<file path="src/rtl/instr_sequencer.sv">
// instr_sequencer: fetch/execute control sequencer for the DataPath.
// Drives the datapath enable and bus-select strobes through fetch (T0-T2)
// and an opcode-dependent execute path (T3-T6). All control outputs are a
// Moore decode of the state register; the execute states also decode ir.
// Optional build macro: SINGLE_STEP_EN parks the sequencer in STEP_WAIT
// after every instruction until step=1. Without it the sequencer runs freely.
//
// state     | meaning
// ----------+------------------------------------------------------------
// IDLE      | waiting for start after reset/clear
// T0        | PC onto bus, load MAR, increment PC into Z
// T1        | Z back to PC, memory read into MDR (held MEM_WAIT+1 cycles)
// T2        | MDR into IR
// T3..T6    | execute, path chosen by the opcode class of ir
// HALTED    | after HALT; only clear leaves
// STEP_WAIT | single-step park after an instruction (SINGLE_STEP_EN only)

module instr_sequencer #(
    parameter int MEM_WAIT = 0,
    parameter int NREG     = 16
) (
    input  logic            clock,
    input  logic            clear,
    input  logic [31:0]     ir,
    input  logic            start,
    input  logic            step,
    output logic            PCout,
    output logic            IncPC,
    output logic            MARin,
    output logic            Zin,
    output logic            Zlo_out,
    output logic            Zhi_out,
    output logic            PCin,
    output logic            Read,
    output logic            MDRin,
    output logic            MDRout,
    output logic            IRin,
    output logic            Yin,
    output logic            HIin,
    output logic            LOin,
    output logic [NREG-1:0] Rin,
    output logic [NREG-1:0] Rout,
    output logic [4:0]      opcode,
    output logic            running,
    output logic            instr_done
);

    typedef enum logic [3:0] {
        S_IDLE, S_T0, S_T1, S_T2, S_T3, S_T4, S_T5, S_T6, S_HALTED, S_STEP_WAIT
    } state_t;

    typedef enum logic [2:0] {
        C_BINARY, C_MULDIV, C_UNARY, C_HALT, C_NOP
    } op_class_t;

`ifdef SINGLE_STEP_EN
    localparam state_t S_AFTER_DONE = S_STEP_WAIT;
`else
    localparam state_t S_AFTER_DONE = S_T0;
`endif

    localparam int WCW = (MEM_WAIT > 0) ? $clog2(MEM_WAIT + 1) : 1;

    state_t          state;
    state_t          state_next;
    op_class_t       op_class;
    logic [WCW-1:0]  wait_cnt;
    logic [4:0]      op;
    logic [NREG-1:0] ra_oh;
    logic [NREG-1:0] rb_oh;
    logic [NREG-1:0] rc_oh;
    logic            unused_ir;

    assign op        = ir[31:27];
    assign unused_ir = ^ir[14:0];

    // Register-field to one-hot bus select; fields past NREG select nothing.
    function automatic logic [NREG-1:0] field_onehot(input logic [3:0] f);
        logic [NREG-1:0] v;
        v = '0;
        for (int i = 0; i < NREG; i++) begin
            if ({28'd0, f} == i) v[i] = 1'b1;
        end
        return v;
    endfunction

    assign ra_oh = field_onehot(ir[26:23]);
    assign rb_oh = field_onehot(ir[22:19]);
    assign rc_oh = field_onehot(ir[18:15]);

    // Opcode class decode picks the execute path.
    always_comb begin
        op_class = C_NOP;
        if (op <= 5'd14)                     op_class = C_BINARY;
        else if (op == 5'd15 || op == 5'd16) op_class = C_MULDIV;
        else if (op == 5'd17 || op == 5'd18) op_class = C_UNARY;
        else if (op == 5'd27)                op_class = C_HALT;
    end

    // State register.
    always_ff @(posedge clock) begin
        if (clear) state <= S_IDLE;
        else       state <= state_next;
    end

    // Memory wait down-counter: loaded in T0 so it is fresh on every T1 entry.
    always_ff @(posedge clock) begin
        if (clear)
            wait_cnt <= '0;
        else if (state == S_T0)
            wait_cnt <= WCW'(MEM_WAIT);
        else if (state == S_T1 && wait_cnt != '0)
            wait_cnt <= wait_cnt - WCW'(1);
    end

    // Next-state logic.
    always_comb begin
        state_next = state;
        case (state)
            S_IDLE:      if (start) state_next = S_T0;
            S_T0:        state_next = S_T1;
            S_T1:        if (wait_cnt == '0) state_next = S_T2;
            S_T2:        state_next = S_T3;
            S_T3: begin
                case (op_class)
                    C_BINARY, C_MULDIV, C_UNARY: state_next = S_T4;
                    C_HALT:                      state_next = S_HALTED;
                    default:                     state_next = S_AFTER_DONE;
                endcase
            end
            S_T4:        state_next = (op_class == C_UNARY)  ? S_AFTER_DONE : S_T5;
            S_T5:        state_next = (op_class == C_MULDIV) ? S_T6 : S_AFTER_DONE;
            S_T6:        state_next = S_AFTER_DONE;
            S_HALTED:    state_next = S_HALTED;
            S_STEP_WAIT: if (step) state_next = S_T0;
            default:     state_next = S_IDLE;
        endcase
    end

    // Moore output decode; everything defaults low.
    always_comb begin
        PCout = 1'b0; IncPC = 1'b0; MARin = 1'b0; Zin = 1'b0;
        Zlo_out = 1'b0; Zhi_out = 1'b0; PCin = 1'b0; Read = 1'b0;
        MDRin = 1'b0; MDRout = 1'b0; IRin = 1'b0; Yin = 1'b0;
        HIin = 1'b0; LOin = 1'b0;
        Rin = '0; Rout = '0; opcode = 5'd0;
        running = 1'b0; instr_done = 1'b0;
        case (state)
            S_T0: begin
                running = 1'b1; PCout = 1'b1; MARin = 1'b1; IncPC = 1'b1; Zin = 1'b1;
            end
            S_T1: begin
                running = 1'b1; Zlo_out = 1'b1; PCin = 1'b1; Read = 1'b1; MDRin = 1'b1;
            end
            S_T2: begin
                running = 1'b1; MDRout = 1'b1; IRin = 1'b1;
            end
            S_T3: begin
                running = 1'b1;
                case (op_class)
                    C_BINARY, C_MULDIV: begin
                        Rout = rb_oh; Yin = 1'b1;
                    end
                    C_UNARY: begin
                        Rout = rb_oh; opcode = op; Zin = 1'b1;
                    end
                    default: instr_done = 1'b1;
                endcase
            end
            S_T4: begin
                running = 1'b1;
                if (op_class == C_UNARY) begin
                    Zlo_out = 1'b1; Rin = ra_oh; instr_done = 1'b1;
                end else begin
                    Rout = rc_oh; opcode = op; Zin = 1'b1;
                end
            end
            S_T5: begin
                running = 1'b1; Zlo_out = 1'b1;
                if (op_class == C_MULDIV) begin
                    LOin = 1'b1;
                end else begin
                    Rin = ra_oh; instr_done = 1'b1;
                end
            end
            S_T6: begin
                running = 1'b1; Zhi_out = 1'b1; HIin = 1'b1; instr_done = 1'b1;
            end
            default: ;
        endcase
    end

endmodule

</file>
<file path="config.mk">
export PLATFORM = sky130hd
export DESIGN_NAME = instr_sequencer
export DESIGN_NICKNAME = d
export VERILOG_FILES = /design/src/rtl/instr_sequencer.sv
export SDC_FILE = /design/constraint.sdc
export NUM_CORES = 1
export LEC_CHECK = 0
export CORE_MARGIN = 2
export CORE_UTILIZATION = 32
export DETAILED_ROUTE_END_ITERATION = 6
export HOLD_SLACK_MARGIN = 0.02
export MAX_ROUTING_LAYER = met4
export PLACE_DENSITY = 0.81
export SLEW_MARGIN = 0
export SYNTH_ARGS = -nofsm -noshare
export SYNTH_HDL_FRONTEND = slang
export SYNTH_SLANG_ARGS = --single-unit
</file>
<file path="constraint.sdc">
create_clock -name clock -period 2.75 [get_ports clock]
set_clock_uncertainty 0.15 [all_clocks]
set_input_delay 0.4125 -clock clock [delete_from_list [all_inputs] [get_ports clock]]
set_output_delay 0.4125 -clock clock [all_outputs]
set_load 0.05 [all_outputs]
</file>
# --- Word level (Yosys, flattened, before mapping) ---
# Cells that the tools add are included.
op_classes:
  reduce_logical: 14
  n_eq_ne: 65
  add_sub_neg: 1
  n_mux: 84
  magnitude_cmp: 1
ops:
  columns: ["operator", "count"]
  rows:
  - ["$eq 4x4->1 const B", 26]
  - ["$eq 4x3->1 const B", 16]
  - ["$mux 16", 4]
  - ["$pmux 16 s2", 2]
  - ["$mux 1", 61]
  - ["$pmux 4 s10", 1]
  - ["$eq 4x2->1 const B", 8]
  - ["$eq 5x5->1 const B", 4]
  - ["$mux 3", 6]
  - ["$eq 4x1->1 const B", 4]
  - ["$logic_not 4->1", 4]
  - ["$mux 4", 3]
  - ["$mux 5", 2]
  - ["$pmux 5 s2", 1]
  - ["$pmux 4 s2", 1]
  - ["$reduce_or 7->1", 1]
  - ["$eq 3x2->1 const B", 2]
  - ["$ne 2x2->1 const B", 3]
  - ["$reduce_or 2->1", 3]
  - ["$eq 5x4->1 const B", 1]
  - ["$le 5x4->1 const B", 1]
  - ["$pmux 1 s4", 1]
  - ["$eq 3x1->1 const B", 1]
  - ["$logic_not 3->1", 1]
  - ["7 further kinds", 8]
word_totals:
  ff_bits: 5
  out_inout_bits: 53

# --- Depth between registers and ports, before layout ---
# Gate-level depths: netlist (run 1).
logic_depth:
  ltp_word: 9
  ltp_mapped: 6
  mapped_depth_nobuf: 4

# --- Worst setup path after synthesis (run 1) ---
# Ideal clock, no wire load.
synth_timing:
  path_type: "register to output"
  from: "register state[0]"
  to: "output Rin[10]"
  path_slack_ns: -0.649
  path_buffers: 2
  path_stages_with_launch: 6
  t_arrival_ns: 2.837
  cell_sequence: "dfxtp_1 buf_2 nor2b_1 a22oi_4 buf_4 nor4b_1"
synth_between:
  elab_chain_cells: 2
  word_cells_on_any_way: 3
  classes_between: "2 x eq/ne; 1 x mux"
synth_lines:
  columns: ["element", "line_no", "text"]
  rows:
  - ["start: declaration", "64", "state_t state;"]
  - ["start signal: assignment", "103", "else state <= state_next;"]
  - ["$eq 4x3->1", "148", "case (state)"]
  - ["$pmux 16 s2 *", "148", null]
  - ["end: declaration", "41", "output logic [NREG-1:0] Rin,"]
# Every way passes the cells marked *; elsewhere a longest branch is shown, timed or not.

# --- Final worst setup path (run 1) ---
layout_timing:
  from: "input ir[30]"
  to: "output Rin[3]"
layout_between:
  elab_chain_cells: 8
  word_cells_on_any_way: 17
  classes_between: "1 x order compare; 7 x eq/ne; 7 x mux; 2 x reduce/logical"
layout_lines:
  columns: ["element", "line_no", "text"]
  rows:
  - ["start: declaration", "24", "input logic [31:0] ir,"]
  - ["$eq 5x5->1 (on tied branches)", "97, 96", null]
  - ["$mux 3 or $logic_or 1x1->1 (tied branches)", "97, 96", null]
  - ["$mux 3", "96", "else if (op == 5'd17 || op == 5'd18) op_class = C_UNARY;"]
  - ["$mux 3", "95", "else if (op == 5'd15 || op == 5'd16) op_class = C_MULDIV;"]
  - ["$mux 3 *", "94", "if (op <= 5'd14) op_class = C_BINARY;"]
  - ["$eq 3x1->1 or $eq 3x2->1 (tied branches)", "180, 172", null]
  - ["$mux 16 (on tied branches)", "180, 172", null]
  - ["$pmux 16 s2 *", "148", null]
# Marks and branches as above.

==> results of run 1 <==
-- synthesized netlist by cell type, types with 3 or more instances --
library cell,instances
o22ai_1,13
nand2_1,10
nand2b_1,9
nor2_1,9
inv_1,8
nor3_1,8
nor4b_1,8
buf_4,7
nand3_1,6
dfxtp_1,5
nand3b_1,5
nor4_1,5
a32o_1,4
and2_1,4
clkbuf_1,4
a21oi_1,3
a31oi_1,3
and4bb_2,3
buf_2,3
nor3b_2,3
-- routing by layer --
metal	vias to the layer above	track usage
met5	-	-
met4	0	0.0404
met3	0	0.0294
met2	60	0.403
met1	741	0.283
li1	739	-
-- metrics by stage --
step / hold slack (ns) / setup TNS (ns) / util / instance area [um2]
after detailed placement: 0.289 / -5.00 / 0.675 / 2080
after CTS: 0.295 / 0 / 0.734 / 2260
final: 0.291 / 0 / 0.747 / 2300
after global placement: 0.280 / -3.92 / 0.675 / 2080
after global routing: 0.321 / -0.0525 / 0.747 / 2300
after floorplan: 0.271 / -7.26 / - / 1060
-- state kept, by name, summed over array words and instances (netlist names) --
signal / count
state: 4
wait_cnt: 1
-- area by class of cell --
class | count | area, um2 | share of cell area
Clock buffer | 4 | 26.3 | 0.0114
Tap cell | 44 | 55.1 | 0.0239
Timing Repair Buffer | 96 | 1130 | 0.490
Multi-Input combinational cell | 120 | 960 | 0.417
Sequential cell | 5 | 101 | 0.0441
Inverter | 8 | 30.0 | 0.0131
-- worst max path at each step --
stage               startpoint  endpoint  cells past startpoint  slack, ns
finish                  ir[30]    Rin[3]                      9       0.03
global route            ir[30]    Rin[7]                      9      -0.02
CTS                     ir[30]   Rin[13]                      7      0.002
detailed placement      ir[30]    Rin[6]                      8      -0.24
global placement        ir[28]   Rin[10]                      8      -0.17
floorplan             state[0]   Rin[10]                      5      -0.65
-- what timing repair did --
item	4_1_cts	5_1_grt
endpoints found under the setup margin	36	35
hold buffers	0	0
cloned	1	0
pin swaps	7	5
setup buffers	2	2
gates resized for setup	29	12
-- power by group through the flow --
stage / registers (uW) / logic, uW / clock network, uW
2_1_floorplan: 81.3 / 212 / 0
3_3_place_gp: 91.4 / 331 / 0
3_5_place_dp: 91.7 / 337 / 0
4_1_cts: 90.6 / 369 / 87.1
5_1_grt: 92.9 / 402 / 93.6
6_report: 92.1 / 380 / 83.4
-- worst max-delay path: cells and delay by family --
family,cells,cell delay [ns]
AOI/OAI and AO/OA,1,0.06
buffers and inverters,5,0.91
and+or+nand+nor,3,0.77
-- cells by family (layout without fill, tap and decap cells) --
group | Yosys count | in the layout
buffers and inverters | 23 | 108
flip-flops | 5 | 5
XOR/XNOR | 1 | 1
AND/OR/NAND/NOR | 82 | 82
AO/OA/AOI/OAI | 37 | 37
==> results.tsv, run 1 <==
metric	value	unit
total_die_area	3740	um2
synth.largest_area_cell	dfxtp_1	
worst_stage_delay_on_the_critical_path	0.29	ns
level_count_of_the_clock_h_tree	1	
starting_density_of_the_core	0.340	
cp.arrival	2.16	ns
synth_nets	184	
min_delay_path_depth	2	
fraction_of_final_layout_cells_sized_beyond_drive_strength_1	0.451	
drt_via_density	5.56	
hpwl	3100	um
synth_compound_gate_area_share	0.269	
final.min_clock_period	2.72	ns
most-common-layout-cells	buf_4, buf_12, clkdlybuf4s50_1	
area_delta_synth_final	120	%
p_switching	258	uW
post_synthesis_share_of_cell_area_spent_on_full_adders_half_adders_and_majority_gates	0	
floorplan.die.height	61.2	um
powerDensity	242	nW/um2
maxCapViolations	0	
cell_chain_of_the_critical_path	clkdlybuf4s15_1 > buf_4 > nor3b_4 > and2_4 > a22oi_4 > buf_6 > buf_12 > nor4_1 > buf_4	
synthSimpleGateAreaFrac	0.508	
reg2reg_from	state[1]	
leakagePower	0.000959	uW
synth_cells	148	
die_x	61.2	um
pre_cts_slack	-0.244	ns
timing.rr.end	state[0]	
intPower	298	uW
timing.final.ws_setup	0.0322	ns
max-clock-path-buffers	2	
clock_tree_from_tritoncts	done	
timing.reg2reg.worst_path_depth	5	
synth_cell_type_count	42	
fin_nets	270	
synth_top_flop_cell	dfxtp_1	
crit_path_category	in2out	
rrSetupSlack	1.03	ns
worstPathMaxFanout	6	
final_cells	277	
synth_top_cell_area_share	0.0957	
outcome	finished clean	
slew_headroom	0.583	
first_global_vias	1368	
xor_and_xnor_area_share_after_synthesis	0.00837	
cts_num_sinks	5	
min_to	wait_cnt	
wire_length_of_the_first_global_routing_pass	6450	um
fill_cells	213	
worst_setup_path_end_kind	primary output	
grt_remaining_overflow	0	
yosys_warnings	0	
postSynthAreaPerCell	7.07	um2
design_power_total	556	uW
drt_iter0_markers	81	
share_of_total_power_in_sequential_cells	0.166	
worstMarginPinSlew	0.624	ns
dr.max_layer_used	met3	
clock_power_share	0.150	
detailroute.wirelength.met2	2260	um
largest_family_of_logic_cells_by_synthesized_area	simple AND/OR/NAND/NOR gates	
std_cell_rows	20	
power.switching_fraction	0.464	
final_count_of_pins_violating_max_slew	0	
synth_sequential_area_ratio	0.0957	
place.port_buffers	73	
grtUsageTotal	0.230	
core_area	3080	um2
fmax	368	MHz
remaining_drc_errors	0	
routed_wirelength	4340	um
largest_cells_by_area_after_synthesis	dfxtp_1, o22ai_1, nor4b_1	
fin_crit_sh	0.988	
grt_start_max_net_pins	18	
worst_min_delay_path_startpoint	wait_cnt	
wl_met3	360	um
ir_worst_vdd	0.000227	V
drt_pass1_iterations	4	
critPathRequiredTime	2.19	ns
synth.mux.area_fraction	0	
number_of_clock_buffers_inserted_by_tritoncts	3	
worst_hold_path_type	reg2reg	
hold_violations	0	
cp_common_cell	buf_4	
antenna_left	0	
antenna_cells	0	
ios	89	
place.detailed.instances	268	
wl_per_cell	15.7	um
power.combinational.fraction	0.684	
synth-seq-cells	5	
antenna_found_initial	0	
cts_root_buf	clkbuf_4	
edff_count_synth	0	
crit_path_start_kind	input port	
route.vias.total	1540	
clk_latency	0.24	ns
place_congestion	0.833	
mostFrequentLayoutCell	buf_4	
path_clk_slew	0.04	ns
cpMaxStageDelayCell	nor4_1	
route.layer.met1.wl	1730	um
synthesis.area	1050	um2
synth-async-reset-ratio	0	
setup_viol	0	
(Power assumes the default switching activity.)
==> inputs of run 2 (changes only) <==
--- a/config.mk
+++ b/config.mk
@@ -7,6 +7,7 @@
 export LEC_CHECK = 0
 export CORE_MARGIN = 2
 export CORE_UTILIZATION = 32
+export CTS_CLUSTER_SIZE = 24
 export DETAILED_ROUTE_END_ITERATION = 6
 export HOLD_SLACK_MARGIN = 0.02
 export MAX_ROUTING_LAYER = met4
==> results of run 2 <==
Final layout, timing and power as in run 1 (identical DEF).
==> RTL change 1 (settings of run 1) <==
The 10 states of `state_t` get a Gray code encoding in 4 bits.
--- a/src/rtl/instr_sequencer.sv
+++ b/src/rtl/instr_sequencer.sv
@@ -46,7 +46,7 @@
 );
 
     typedef enum logic [3:0] {
-        S_IDLE, S_T0, S_T1, S_T2, S_T3, S_T4, S_T5, S_T6, S_HALTED, S_STEP_WAIT
+        S_IDLE = 4'b0000, S_T0 = 4'b0001, S_T1 = 4'b0011, S_T2 = 4'b0010, S_T3 = 4'b0110, S_T4 = 4'b0111, S_T5 = 4'b0101, S_T6 = 4'b0100, S_HALTED = 4'b1100, S_STEP_WAIT = 4'b1101
     } state_t;
 
     typedef enum logic [2:0] {
Check against the original RTL: no difference found for any inputs over 10 cycles, from zero or initial values; not proved beyond that.
==> RTL change 1 against run 1 <==
Setup slack better by 0.028 ns; hold slack improved by 0.044 ns; wire length decreased by 9.6%; sequential power rose by 3.5%; sequential cell count unchanged; power fell by 20%; final cell count fell by 3.2%; critical path type unchanged; cell area is 1.3% higher; global-route usage fell by 0.85 points; clock power fell by 0.5%; synthesized cell count rose by 1.4%; synthesized area decreased by 5.5%.
==> RTL change 1: results <==
INSERT INTO impl_metrics (metric_group, metric, value, unit) VALUES
('status', 'run_status', 'complete, no violations', ''),
('final_layout', 'drive_above_1_share', '41.3', '%'),
('place', 'post_dp_area', '0.00223', 'mm^2'),
('place', 'placed_cells', '262', ''),
('critical_path', 'maximum_fanout_count_along_the_critical_path', '7', ''),
('global_routing', 'global_route_wire_length_before_repair', '6040', 'um'),
('critical_path', 'timing.critical_path.slowest_cell_delay', '0.54', 'ns'),
('power_and_ir_drop', 'ir_worst_vdd', '0.280', 'mV'),
('detailed_routing', 'drt_iter0_drc', '50', ''),
('detailed_routing', 'vias', '1509', ''),
('logic_synthesis', 'commonest_cells_in_the_netlist', '21 x sky130_fd_sc_hd__nor2_1, 18 x sky130_fd_sc_hd__o22ai_1, 14 x sky130_fd_sc_hd__nand2_1, 14 x sky130_fd_sc_hd__nor3_1', ''),
('global_routing', 'grt_usage', '22.1', '%'),
('logic_synthesis', 'synth_fp_nets', '186', ''),
('global_routing', 'first_global_vias', '1342', ''),
('final_layout', 'instances_no_fill', '268', ''),
('power_and_ir_drop', 'leakagePower', '0.860', 'nW'),
('logic_synthesis', 'synth_top_cells_by_area', 'sky130_fd_sc_hd__o22ai_1 11%, sky130_fd_sc_hd__dfxtp_1 10%, sky130_fd_sc_hd__nor2_1 8.0%', ''),
('global_routing', 'grt_start_max_net_pins', '19', ''),
('critical_path', 'cp_data_arrival_time', '2.13', 'ns'),
('place', 'gp_congestion', '0.900', '');
==> RTL change 1: layout make-up <==
type                            instances  area [um^2]
Multi-Input combinational cell        128          852
Timing Repair Buffer                   93         1290
Clock buffer                            4         26.3
Sequential cell                         5          104
Inverter                                5         18.8
Fill cell                             193          674
Tap cell                               33         41.3
==> RTL change 1: worst max-delay path: cells and delay by family <==
family          cells  cell delay, ns
buf+inv             2            0.70
simple gates        2            0.61
compound gates      2            0.41
==> RTL change 1: cell families (layout without fill, tap and decap cells) <==
| group | Yosys count | count (layout) | synth area share [%] |
|---|---|---|---|
| XOR/XNOR | 1 | 1 | 1.65 |
| AO/OA/AOI/OAI | 38 | 38 | 28.2 |
| AND/OR/NAND/NOR | 89 | 89 | 50.1 |
| buffers and inverters | 17 | 102 | 9.87 |
| flip-flops | 5 | 5 | 10.1 |
==> RTL change 1: routing by layer <==
metal,up-vias,wire (um),track usage [%]
li1,734,-,-
met1,699,1510,27.6
met2,70,2150,37.2
met3,6,213,1.31
met4,0,50,8.57
met5,-,0,-
==> RTL change 1: power by group <==
part / internal (mW) / total [mW] / switching, mW
clock network: 0.0547 / 0.0830 / 0.0283
registers: 0.0782 / 0.0953 / 0.0171
logic: 0.109 / 0.269 / 0.160
total: 0.242 / 0.447 / 0.206
==> RTL change 1: what timing repair did <==
item                                    4_1_cts  5_1_grt
pin swaps                                    11        3
setup buffers                                 0        2
endpoints found under the setup margin       36       32
gates resized for setup                      17        4
hold buffers                                  0        0
==> RTL change 1: final timing paths <==
check	startpoint	slack (ns)	cells after the start	endpoint
worst max-delay path	ir[31]	0.06	6	Zin
worst min-delay path	wait_cnt	0.33	1	wait_cnt
worst max register to register	state[3]	1.02	5	state[2]
worst min register to register	wait_cnt	0.33	1	wait_cnt
==> RTL change 2 (config.mk and constraints of run 1) <==
Without the edit above. Set the parameter `NREG` to 8 (it was 16).
--- a/src/rtl/instr_sequencer.sv
+++ b/src/rtl/instr_sequencer.sv
@@ -17,7 +17,7 @@
 
 module instr_sequencer #(
     parameter int MEM_WAIT = 0,
-    parameter int NREG     = 16
+    parameter int NREG     = 8
 ) (
     input  logic            clock,
     input  logic            clear,
Ports: changed (resized Rin and Rout); port bits go from 89 to 73. No check against the original RTL was run, so the function may have changed too.
==> RTL change 2 against run 1 <==
Synthesized area is 19% lower; global-route usage is 3.2 points lower; die area is 17% lower; hold slack better by 0.056 ns; combinational power is 17% lower; fmax is 2.2% higher; first-iteration DRC count is 58% lower; power is 12% lower; wire length is 28% lower; critical path depth is 3 lower; cell area is 24% lower; setup slack better by 0.058 ns; sequential cell count stayed put.
==> RTL change 2: results <==
INSERT INTO impl_metrics (metric_group, metric, value, unit) VALUES
('status', 'run_status', 'complete, no violations', ''),
('logic_synthesis', 'syn_avg_cell_area', '7.40', 'um^2'),
('clocking', 'postCtsSetupRepairBufs', '0', ''),
('critical_path', 'timing.critical_path.slowest_cell_delay', '0.57', 'ns'),
('place', 'buffer_ports.inserted', '57', ''),
('final_layout', 'final_nets', '222', ''),
('critical_path', 'crit_path_top_delay_cell', 'sky130_fd_sc_hd__or4b_4', ''),
('logic_synthesis', 'synth_top_cells_by_area', 'sky130_fd_sc_hd__dfxtp_1 12%, sky130_fd_sc_hd__nor3_1 7.1%, sky130_fd_sc_hd__buf_4 5.3%', ''),
('global_routing', 'grt_start_max_net_pins', '12', ''),
('final_layout', 'synthToLayoutAreaGrowth', '104', '%'),
('detailed_routing', 'drt_iter0_drc', '34', ''),
('final_layout', 'non_clock_inverter_count', '6', ''),
('critical_path', 'maximum_fanout_count_along_the_critical_path', '8', ''),
('logic_synthesis', 'synth_fp_nets', '151', ''),
('place', 'preCtsSetupSlack', '-0.271', 'ns'),
('global_routing', 'first_global_vias', '1085', ''),
('detailed_routing', 'detail_route.wirelength', '3130', 'um'),
('final_layout', 'area.share.sequential', '5.83', '%'),
('final_layout', 'fillCellCount', '198', ''),
('logic_synthesis', 'synth_sequential_area_ratio', '11.8', '%'),
('global_routing', 'global_route_wire_length_before_repair', '4940', 'um'),
('power_and_ir_drop', 'leakagePower', '0.791', 'nW'),
('power_and_ir_drop', 'ir_worst_vdd', '0.332', 'mV'),
('timing', 'worstMarginPinSlew', '0.512', 'ns'),
('clocking', 'post_cts_resized', '9', '');
[RTL change 2: routing by layer]
metal	share of wire, %	track usage (%)	up-vias
li1	-	-	572
met5	0	-	-
met2	53	36.2	56
met4	0.58	2.79	0
met1	38	22.1	540
met3	8.4	4.68	2
[RTL change 2: final timing paths]
check	start	end	slack [ns]	cells after the start
worst max-delay path	state[3]	Rout[6]	0.09	6
worst max register to register	state[1]	state[2]	0.91	3
worst min-delay path	wait_cnt	wait_cnt	0.35	1
worst min register to register	wait_cnt	wait_cnt	0.35	1
[RTL change 2: report_power, final]
| group | total, mW | switching, mW | leakage [nW] | internal [mW] |
|---|---|---|---|---|
| registers | 0.0872 | 0.00917 | 0.0412 | 0.0780 |
| logic | 0.314 | 0.184 | 0.735 | 0.130 |
| clock network | 0.0870 | 0.0320 | 0.0150 | 0.0550 |
[RTL change 2: worst max-delay path: cells and delay by family, from the launching register on]
family	cells	cell delay [ns]
buf+inv	2	0.27
simple gates	3	0.96
compound gates	1	0.23
flops	1	0.38
